[config.mk]
export PLATFORM = sky130hd
export DESIGN_NAME = mydiv_axis_flat
export DESIGN_NICKNAME = d
export VERILOG_FILES = /design/src/rtl/mydiv_axis_if.sv /design/src/rtl/mydiv_axis.sv /design/src/flat_wrapper.sv
export SDC_FILE = /design/constraint.sdc
export NUM_CORES = 1
export LEC_CHECK = 0
export CORE_MARGIN = 2
export CORE_UTILIZATION = 50
export CTS_BUF_LIST = sky130_fd_sc_hd__clkbuf_8 sky130_fd_sc_hd__clkbuf_16
export DETAILED_ROUTE_END_ITERATION = 10
export DONT_BUFFER_PORTS = 1
export PLACE_DENSITY = 0.63
export SETUP_SLACK_MARGIN = 0.3
export SLEW_MARGIN = 25
export SYNTH_ARGS = -nofsm -noshare
export SYNTH_HDL_FRONTEND = slang
export SYNTH_SLANG_ARGS = --single-unit
[constraint.sdc]
create_clock -name clk -period 5.05 [get_ports clk]
set_input_delay 0.2525 -clock clk [delete_from_list [all_inputs] [get_ports clk]]
set_output_delay 0.2525 -clock clk [all_outputs]
set_load 0.05 [all_outputs]
[src/rtl/mydiv_axis_if.sv]
// Operand and result channels between the execute stage and the divider.
// The execute stage is the master; the divider is the slave.
interface mydiv_axis_if;
  logic [31:0] s_axis_dividend_tdata;
  logic        s_axis_dividend_tvalid;
  logic        s_axis_dividend_tready;
  logic [31:0] s_axis_divisor_tdata;
  logic        s_axis_divisor_tvalid;
  logic        s_axis_divisor_tready;
  logic [63:0] m_axis_dout_tdata;
  logic        m_axis_dout_tvalid;

  modport master (
    output s_axis_dividend_tdata, s_axis_dividend_tvalid,
    output s_axis_divisor_tdata, s_axis_divisor_tvalid,
    input  s_axis_dividend_tready, s_axis_divisor_tready,
    input  m_axis_dout_tdata, m_axis_dout_tvalid
  );

  modport slave (
    input  s_axis_dividend_tdata, s_axis_dividend_tvalid,
    input  s_axis_divisor_tdata, s_axis_divisor_tvalid,
    output s_axis_dividend_tready, s_axis_divisor_tready,
    output m_axis_dout_tdata, m_axis_dout_tvalid
  );
endinterface

[src/rtl/mydiv_axis.sv]
// Iterative 32-bit radix-2 restoring divider, one quotient bit per cycle.
// Result {quotient, remainder} pulses valid once, 33 cycles after the last operand.
module mydiv_axis #(
  parameter bit SIGNED = 1'b0
) (
  input logic         clk,
  input logic         reset,
  mydiv_axis_if.slave bus
);

  typedef enum logic [1:0] {StIdle, StBusy, StDone} state_e;

  state_e      state_q;
  logic        dvd_cap_q, dvs_cap_q;
  logic [31:0] dvd_raw_q, dvs_raw_q;
  logic [31:0] quo_q;       // dividend magnitude shifting out, quotient shifting in
  logic [31:0] dvs_mag_q;
  logic [32:0] rem_q;
  logic [5:0]  cnt_q;
  logic        q_neg_q, r_neg_q;
  logic [63:0] dout_q;
  logic        dout_valid_q;

  logic        dvd_hs, dvs_hs, start, dvd_neg, dvs_neg, fits;
  logic [31:0] dvd_now, dvs_now, quo_next, quo_fix, rem_fix;
  logic [32:0] rem_shift, rem_next;
  logic [63:0] result;

  assign bus.s_axis_dividend_tready = (state_q == StIdle) && !dvd_cap_q;
  assign bus.s_axis_divisor_tready  = (state_q == StIdle) && !dvs_cap_q;
  assign bus.m_axis_dout_tdata      = dout_q;
  assign bus.m_axis_dout_tvalid     = dout_valid_q;

  always_comb begin
    dvd_hs  = bus.s_axis_dividend_tvalid && bus.s_axis_dividend_tready;
    dvs_hs  = bus.s_axis_divisor_tvalid && bus.s_axis_divisor_tready;
    // Operand accepted on this very edge is used directly.
    dvd_now = dvd_cap_q ? dvd_raw_q : bus.s_axis_dividend_tdata;
    dvs_now = dvs_cap_q ? dvs_raw_q : bus.s_axis_divisor_tdata;
    start   = (state_q == StIdle) && (dvd_cap_q || dvd_hs) && (dvs_cap_q || dvs_hs);
    dvd_neg = SIGNED && dvd_now[31];
    dvs_neg = SIGNED && dvs_now[31];

    rem_shift = {rem_q[31:0], quo_q[31]};
    fits      = rem_shift >= {1'b0, dvs_mag_q};
    rem_next  = fits ? rem_shift - {1'b0, dvs_mag_q} : rem_shift;
    quo_next  = {quo_q[30:0], fits};
    quo_fix   = q_neg_q ? -quo_next : quo_next;
    rem_fix   = r_neg_q ? -rem_next[31:0] : rem_next[31:0];
    // Divide by zero reports raw bits and bypasses the sign fix-up.
    result    = (dvs_raw_q == 32'd0) ? {32'hFFFF_FFFF, dvd_raw_q} : {quo_fix, rem_fix};
  end

  always_ff @(posedge clk) begin
    if (reset) begin
      state_q      <= StIdle;
      dvd_cap_q    <= 1'b0;
      dvs_cap_q    <= 1'b0;
      cnt_q        <= 6'd0;
      dout_q       <= 64'd0;
      dout_valid_q <= 1'b0;
    end else begin
      case (state_q)
        StIdle: begin
          if (dvd_hs) begin
            dvd_cap_q <= 1'b1;
            dvd_raw_q <= bus.s_axis_dividend_tdata;
          end
          if (dvs_hs) begin
            dvs_cap_q <= 1'b1;
            dvs_raw_q <= bus.s_axis_divisor_tdata;
          end
          if (start) begin
            quo_q     <= dvd_neg ? -dvd_now : dvd_now;
            dvs_mag_q <= dvs_neg ? -dvs_now : dvs_now;
            q_neg_q   <= dvd_neg ^ dvs_neg;
            r_neg_q   <= dvd_neg;
            rem_q     <= 33'd0;
            cnt_q     <= 6'd0;
            state_q   <= StBusy;
          end
        end
        StBusy: begin
          rem_q <= rem_next;
          quo_q <= quo_next;
          cnt_q <= cnt_q + 6'd1;
          if (cnt_q == 6'd31) begin
            dout_q       <= result;
            dout_valid_q <= 1'b1;
            state_q      <= StDone;
          end
        end
        StDone: begin
          dout_valid_q <= 1'b0;
          dvd_cap_q    <= 1'b0;
          dvs_cap_q    <= 1'b0;
          state_q      <= StIdle;
        end
        default: state_q <= StIdle;
      endcase
    end
  end

endmodule

[src/flat_wrapper.sv]
// flat-port wrapper written by rule: the top's interface ports become plain ports
module mydiv_axis_flat 
#(
  parameter bit SIGNED = 1'b0
)
  (clk, reset, bus_s_axis_dividend_tdata, bus_s_axis_dividend_tvalid, bus_s_axis_divisor_tdata, bus_s_axis_divisor_tvalid, bus_s_axis_dividend_tready, bus_s_axis_divisor_tready, bus_m_axis_dout_tdata, bus_m_axis_dout_tvalid);
  mydiv_axis_if bus_i ();
  input logic clk;
  input logic reset;
  input wire logic [$bits(bus_i.s_axis_dividend_tdata)-1:0] bus_s_axis_dividend_tdata;
  input wire logic [$bits(bus_i.s_axis_dividend_tvalid)-1:0] bus_s_axis_dividend_tvalid;
  input wire logic [$bits(bus_i.s_axis_divisor_tdata)-1:0] bus_s_axis_divisor_tdata;
  input wire logic [$bits(bus_i.s_axis_divisor_tvalid)-1:0] bus_s_axis_divisor_tvalid;
  output wire logic [$bits(bus_i.s_axis_dividend_tready)-1:0] bus_s_axis_dividend_tready;
  output wire logic [$bits(bus_i.s_axis_divisor_tready)-1:0] bus_s_axis_divisor_tready;
  output wire logic [$bits(bus_i.m_axis_dout_tdata)-1:0] bus_m_axis_dout_tdata;
  output wire logic [$bits(bus_i.m_axis_dout_tvalid)-1:0] bus_m_axis_dout_tvalid;
  assign bus_i.s_axis_dividend_tdata = bus_s_axis_dividend_tdata;
  assign bus_i.s_axis_dividend_tvalid = bus_s_axis_dividend_tvalid;
  assign bus_i.s_axis_divisor_tdata = bus_s_axis_divisor_tdata;
  assign bus_i.s_axis_divisor_tvalid = bus_s_axis_divisor_tvalid;
  assign bus_s_axis_dividend_tready = bus_i.s_axis_dividend_tready;
  assign bus_s_axis_divisor_tready = bus_i.s_axis_divisor_tready;
  assign bus_m_axis_dout_tdata = bus_i.m_axis_dout_tdata;
  assign bus_m_axis_dout_tvalid = bus_i.m_axis_dout_tvalid;
  mydiv_axis #(.SIGNED(SIGNED)) u_core (.clk(clk), .reset(reset), .bus(bus_i));
endmodule
Word level (Yosys, flattened, before mapping):

Cells that the tools add are included.

* output and inout port bits: 67
* latch bits: 0
* memories: 0
* RAM bits: 0
* bits in read-only memories: 0
* input bits: 68
* register bits: 235
* logic and storage cells: 66

* mux-type cells: 19
* div/mod/pow operators: 0
* $mul: 0
* equality and inequality tests: 7
* add/sub/neg operators: 2
* reduce and logical (&&, ||, !) cells: 25
* magnitude comparators: 1
* shift operators: 0
* bitwise gates (word level): 1

Operator list (count)
* $mux W32: 5
* $pmux W32 S2: 2
* $mux W64: 1
* $ge A33 B32 Y1: 1
* $logic_not A32 Y1: 1
* $sub A32 B32 Y32: 1
* $pmux W6 S2: 1
* $reduce_and A2 Y1: 6
* $reduce_and A3 Y1: 4
* $ne A2 B1 Y1 const B: 4
* $add A6 B1 Y6 const B: 1
* $eq A6 B5 Y1 const B: 1
* $logic_and A1 B1 Y1: 6
* $mux W6: 1
* $pmux W1 S2: 3
* $reduce_bool A2 Y1: 3
* $mux W2: 2
* $pmux W2 S2: 1
* $mux W1: 3
* $eq A2 B1 Y1 const B: 1
* $eq A2 B2 Y1 const B: 1
* $logic_not A1 Y1: 2
* $logic_not A2 Y1: 1
* $logic_or A1 B1 Y1: 2
* $not A1 Y1: 1

Depth between registers and ports, before layout:

* depth in word-level cells: 8
* mapped depth: 15

Worst setup path after synthesis:

OpenSTA, ideal clock, no wires.

* path kind: register -> register
* start: register u_core.state_q[1]
* end: register u_core.quo_q[0], enable pin
* path slack: 0.693 ns
* stages on the path, launching flop included: 7
* data arrival time: 3.871 ns
* buffers on the path: 1
* setup time: 0.486 ns
* path through: dfxtp_1 or2_2 nor2_1 o21ai_0 and2_1 clkbuf_1 nor2_1

* word-level cells in the longest chain between the ends: 8
* elaborated cells on any way between the ends: 13
* those cells by class: 2 x eq/ne; 11 x reduce/logical

RTL lines
* from (decl): line mydiv_axis.sv:13 `state_e state_q;`
* from (signal assigned): line mydiv_axis.sv:56 `state_q <= StIdle;`
* from (signal assigned): line mydiv_axis.sv:80 `state_q <= StBusy;`
* from (signal assigned): line mydiv_axis.sv:90 `state_q <= StDone;`
* $logic_not A2 Y1
* $logic_and A1 B1 Y1: line mydiv_axis.sv:29 `assign bus.s_axis_dividend_tready = (state_q == StIdle) && !dvd_cap_q;`
* $logic_and A1 B1 Y1: line mydiv_axis.sv:35 `dvd_hs = bus.s_axis_dividend_tvalid && bus.s_axis_dividend_tready;`
* $logic_or A1 B1 Y1: line mydiv_axis.sv:40 `start = (state_q == StIdle) && (dvd_cap_q || dvd_hs) && (dvs_cap_q || dvs_hs);`
* $logic_and A1 B1 Y1 (2 in a row): line mydiv_axis.sv:40
* $ne A2 B1 Y1 (no source line)
* $reduce_and A3 Y1 (no source line) (*)
* to (signal assigned): line mydiv_axis.sv:74 `quo_q <= dvd_neg ? -dvd_now : dvd_now;`
* to (signal assigned): line mydiv_axis.sv:85 `quo_q <= quo_next;`
* to (decl): line mydiv_axis.sv:16 `logic [31:0] quo_q;`

Mark *: on every way between the ends. The rest lies on a longest branch, timed or not.
A chain may end at the register's enable or synchronous reset.

Worst setup path in the final report:

* start: register u_core.rem_q[9]
* end: register u_core.dout_q[16] (netlist: u_core.bus.m_axis_dout_tdata[16])

* word-level cells in the longest chain between the ends: 3
* elaborated cells on any way between the ends: 4
* those cells by class: 1 x add/sub; 1 x order compare; 2 x mux

RTL lines
* from (decl): line mydiv_axis.sv:18 `logic [32:0] rem_q;`
* from (signal assigned): line mydiv_axis.sv:84 `rem_q <= rem_next;`
* $sub A32 B32 Y32 / $ge A33 B32 Y1 (equally long branches): line mydiv_axis.sv:46, mydiv_axis.sv:45
* $mux W32 (*): line mydiv_axis.sv:46 `rem_next = fits ? rem_shift - {1'b0, dvs_mag_q} : rem_shift;`
* $mux W64 (*): line mydiv_axis.sv:51 `result = (dvs_raw_q == 32'd0) ? {32'hFFFF_FFFF, dvd_raw_q} : {quo_fix, rem_fix};`
* to (signal assigned): line mydiv_axis.sv:88 `dout_q <= result;`
* to (decl): line mydiv_axis.sv:21 `logic [63:0] dout_q;`

Marked as above.

==> metrics.cfg <==
[timing]
rsz0062_at_grt=no
slew_headroom_pct=27.8
period_needed_ps=3800
hold_viol=0
finalCritPeriodShare_pct=75.3
fin_skew_ps=33.1
fmax_mhz=263
worst_slew_pin_slew_ps=1080
setup_viol=0
worst_slack_ps=1250
tns_ps=0
final_max_slew_viol_count=0

[setup_path]
r2r_cells=11
required_ps=5470
end_kind=flip-flop
path_max_fanout=17
arrival_ps=4220
crit_type=reg -> reg
start_kind=flip-flop
critPathLaunch=u_core.rem_q[9]
r2r-start=u_core.rem_q[9]

[layout]
layout_commonest_cell=edfxtp_1
layout_common_cells=160 x edfxtp_1, 140 x nor2_1, 89 x a21oi_1
postLayoutCellArea_sq_um=13200
fin_nets=1218
syn_to_final_growth_pct=14.1
final_cells=1421
drive_gt1_share_pct=10.4
diodes=0
utilization_pct=58.2

[outcome]
outcome=finished, final reports clean

[synth]
muxShareOfSynthArea_pct=7.65
netlist_area_sq_um=11600
synthCells=1072
synth_flop_cell=edfxtp_1
yosys.area_share.simple_pct=12.6
synth-xor-area-share_pct=2.04
synth_edf_count=160
async_flop_share_pct=0
synthAdderAreaFrac_pct=3.74
syn-num-nets=1174
yosysWarnings=0
yosysUniqueCellTypes=71
synth_top_family_by_area=compound AO/OA/AOI/OAI gates
yosysSeqAreaShare_pct=54.5
syn-mean-instance-area_sq_um=10.8
ys_ff_latch=235
synth_compound_area_share_pct=15.5

[clock_network]
cts_tree=done
clockBufferDepth=3
postCtsResizedCells=0
clkTransAtPathRegs_ps=60
cts_buffers=26
htreeDepth=1
cts_sinks=235
root_buffer=clkbuf_16
worst_skew_pair.late_latency_ps=550

[flow_run]
cap_viol_max_count=0

[floorplanning]
start_util_pct=51.0
dieArea_sq_um=24400
io_pins=135
coreArea_sq_um=22700
dieWidth_microns=156
chipHeight_microns=156
rows=55

[power]
power_density_nw_per_um2=362
vdd_drop_max_uv=253
p_leak_nw=5.04

[placement]
dpl-instance-area_sq_um=11800
io_buffers=0
dp_slack_ps=1320
hpwl_microns=20700
dp_cells=1306
gp_congestion=0.853

[routing]
dr.pass1.iters=5
wl_met1_microns=13500
routed.top_layer=met4
vias_per_cell=5.86
avgRoutedWirePerCell_microns=21.3
vias=8334
drt_first_iter_violations=660
wl_microns=30300
ant_nets=0
drc=0
met3_length_microns=1470
wl_met2_microns=14700

[grt]
grt_pass1_vias=8348
grt.total_usage_pct=24.7
antenna_found_initial=0
grt_pass1_wl_microns=47000
grt_max_degree=61
overflow=0

[min_path]
hold_start=bus_s_axis_dividend_tdata[14]
whs_path_depth=2
hp-class=in -> reg

final timing paths:
path	endpoint	slack, ps
setup reg to reg	u_core.bus.m_axis_dout_tdata[16]	1250
setup / recovery	u_core.bus.m_axis_dout_tdata[16]	1250
hold reg to reg	u_core.cnt_q[4]	470
hold / removal	u_core.quo_q[14]	10
what timing repair did:
item,in CTS,in global routing
endpoints found under the hold margin,123,0
buffers inserted,0,0
endpoints found under the setup margin,0,0
hold buffers,67,0
stage by stage:
| step | hold WS, ps | total power (W) |
|---|---|---|
| after global routing | 11.7 | 0.00497 |
| after floorplan | 325 | 0.00287 |
| final | 12.8 | 0.00478 |
| after CTS | 0.305 | 0.00481 |
| after global placement | 326 | 0.00306 |
| after detailed placement | 326 | 0.00306 |
routing by layer:
metal / global-route usage, % / vias to the layer above
li1: - / 4026
met1: 33.4 / 4072
met2: 41.5 / 202
met3: 4.28 / 34
met4: 6.20 / 0
met5: 0 / -
worst max-delay path, stage by stage (launching register included):
cell and delay [ps]:
edfxtp_1 390, ha_1 480, and3_1 280, nand2_1 70, o21ai_1 240, nand3_2 170
a211oi_4 350, or2_1 680, buf_4 390, mux2i_1 270, a211oi_1 110, a31o_1 220
report_power, final:
part           internal (W)  switching (W)
clock network      0.000937       0.000765
logic              0.000327       0.000514
registers           0.00219      0.0000519
total               0.00345        0.00133
registers in the layout, summed over array words and instances, names as in the netlist:
name	cells
u_core.rem_q	32
u_core.state_q	2
u_core.dvs_cap_q	1
u_core.dvs_mag_q	32
u_core.bus.m_axis_dout_tvalid	1
u_core.bus.m_axis_dout_tdata	64
u_core.dvd_cap_q	1
u_core.quo_q	32
u_core.dvd_raw_q	32
u_core.dvs_raw_q	32
u_core.cnt_q	6
cell usage after synthesis (all sizes together) (4+ instances only):
cell / n / area, sq um
a211oi: 18 / 160
a21o: 21 / 158
a21oi: 89 / 445
a31o: 13 / 114
a31oi: 8 / 56.3
and2: 12 / 77.6
and3: 10 / 72.6
buf: 12 / 101
clkbuf: 54 / 203
dfxtp: 75 / 1500
edfxtp: 160 / 4800
ha: 33 / 413
inv: 42 / 158
mux2: 33 / 375
mux2i: 51 / 510
nand2: 46 / 175
nand2b: 4 / 25.0
nand3: 17 / 90.1
nand4: 13 / 81.3
nor2: 143 / 537
nor2b: 5 / 31.3
nor3: 39 / 195
nor4: 9 / 56.3
o211a: 5 / 50.1
o21a: 10 / 75.1
o21ai: 75 / 383
o21bai: 4 / 30.0
o31ai: 7 / 90.1
or2: 6 / 37.5
xnor2: 18 / 158
xor2: 9 / 78.8
final cells by class:
cell class / instances / area, sq um
tap: 285 / 357
inverter: 42 / 158
clock buffer: 26 / 651
fill: 1932 / 9490
multi-input combinational: 729 / 4830
sequential: 235 / 6310
timing repair buffer: 82 / 796
clock inverter: 22 / 114
logic make-up after synthesis:
logic type,count (synthesis)
buffers and inverters,108
AO/OA/AOI/OAI,270
AND/OR/NAND/NOR,314
flip-flops,235
multiplexers,84
XOR/XNOR,27
adder cells (fa/ha/maj),34
No activity file was read; power rests on OpenSTA's default activity.
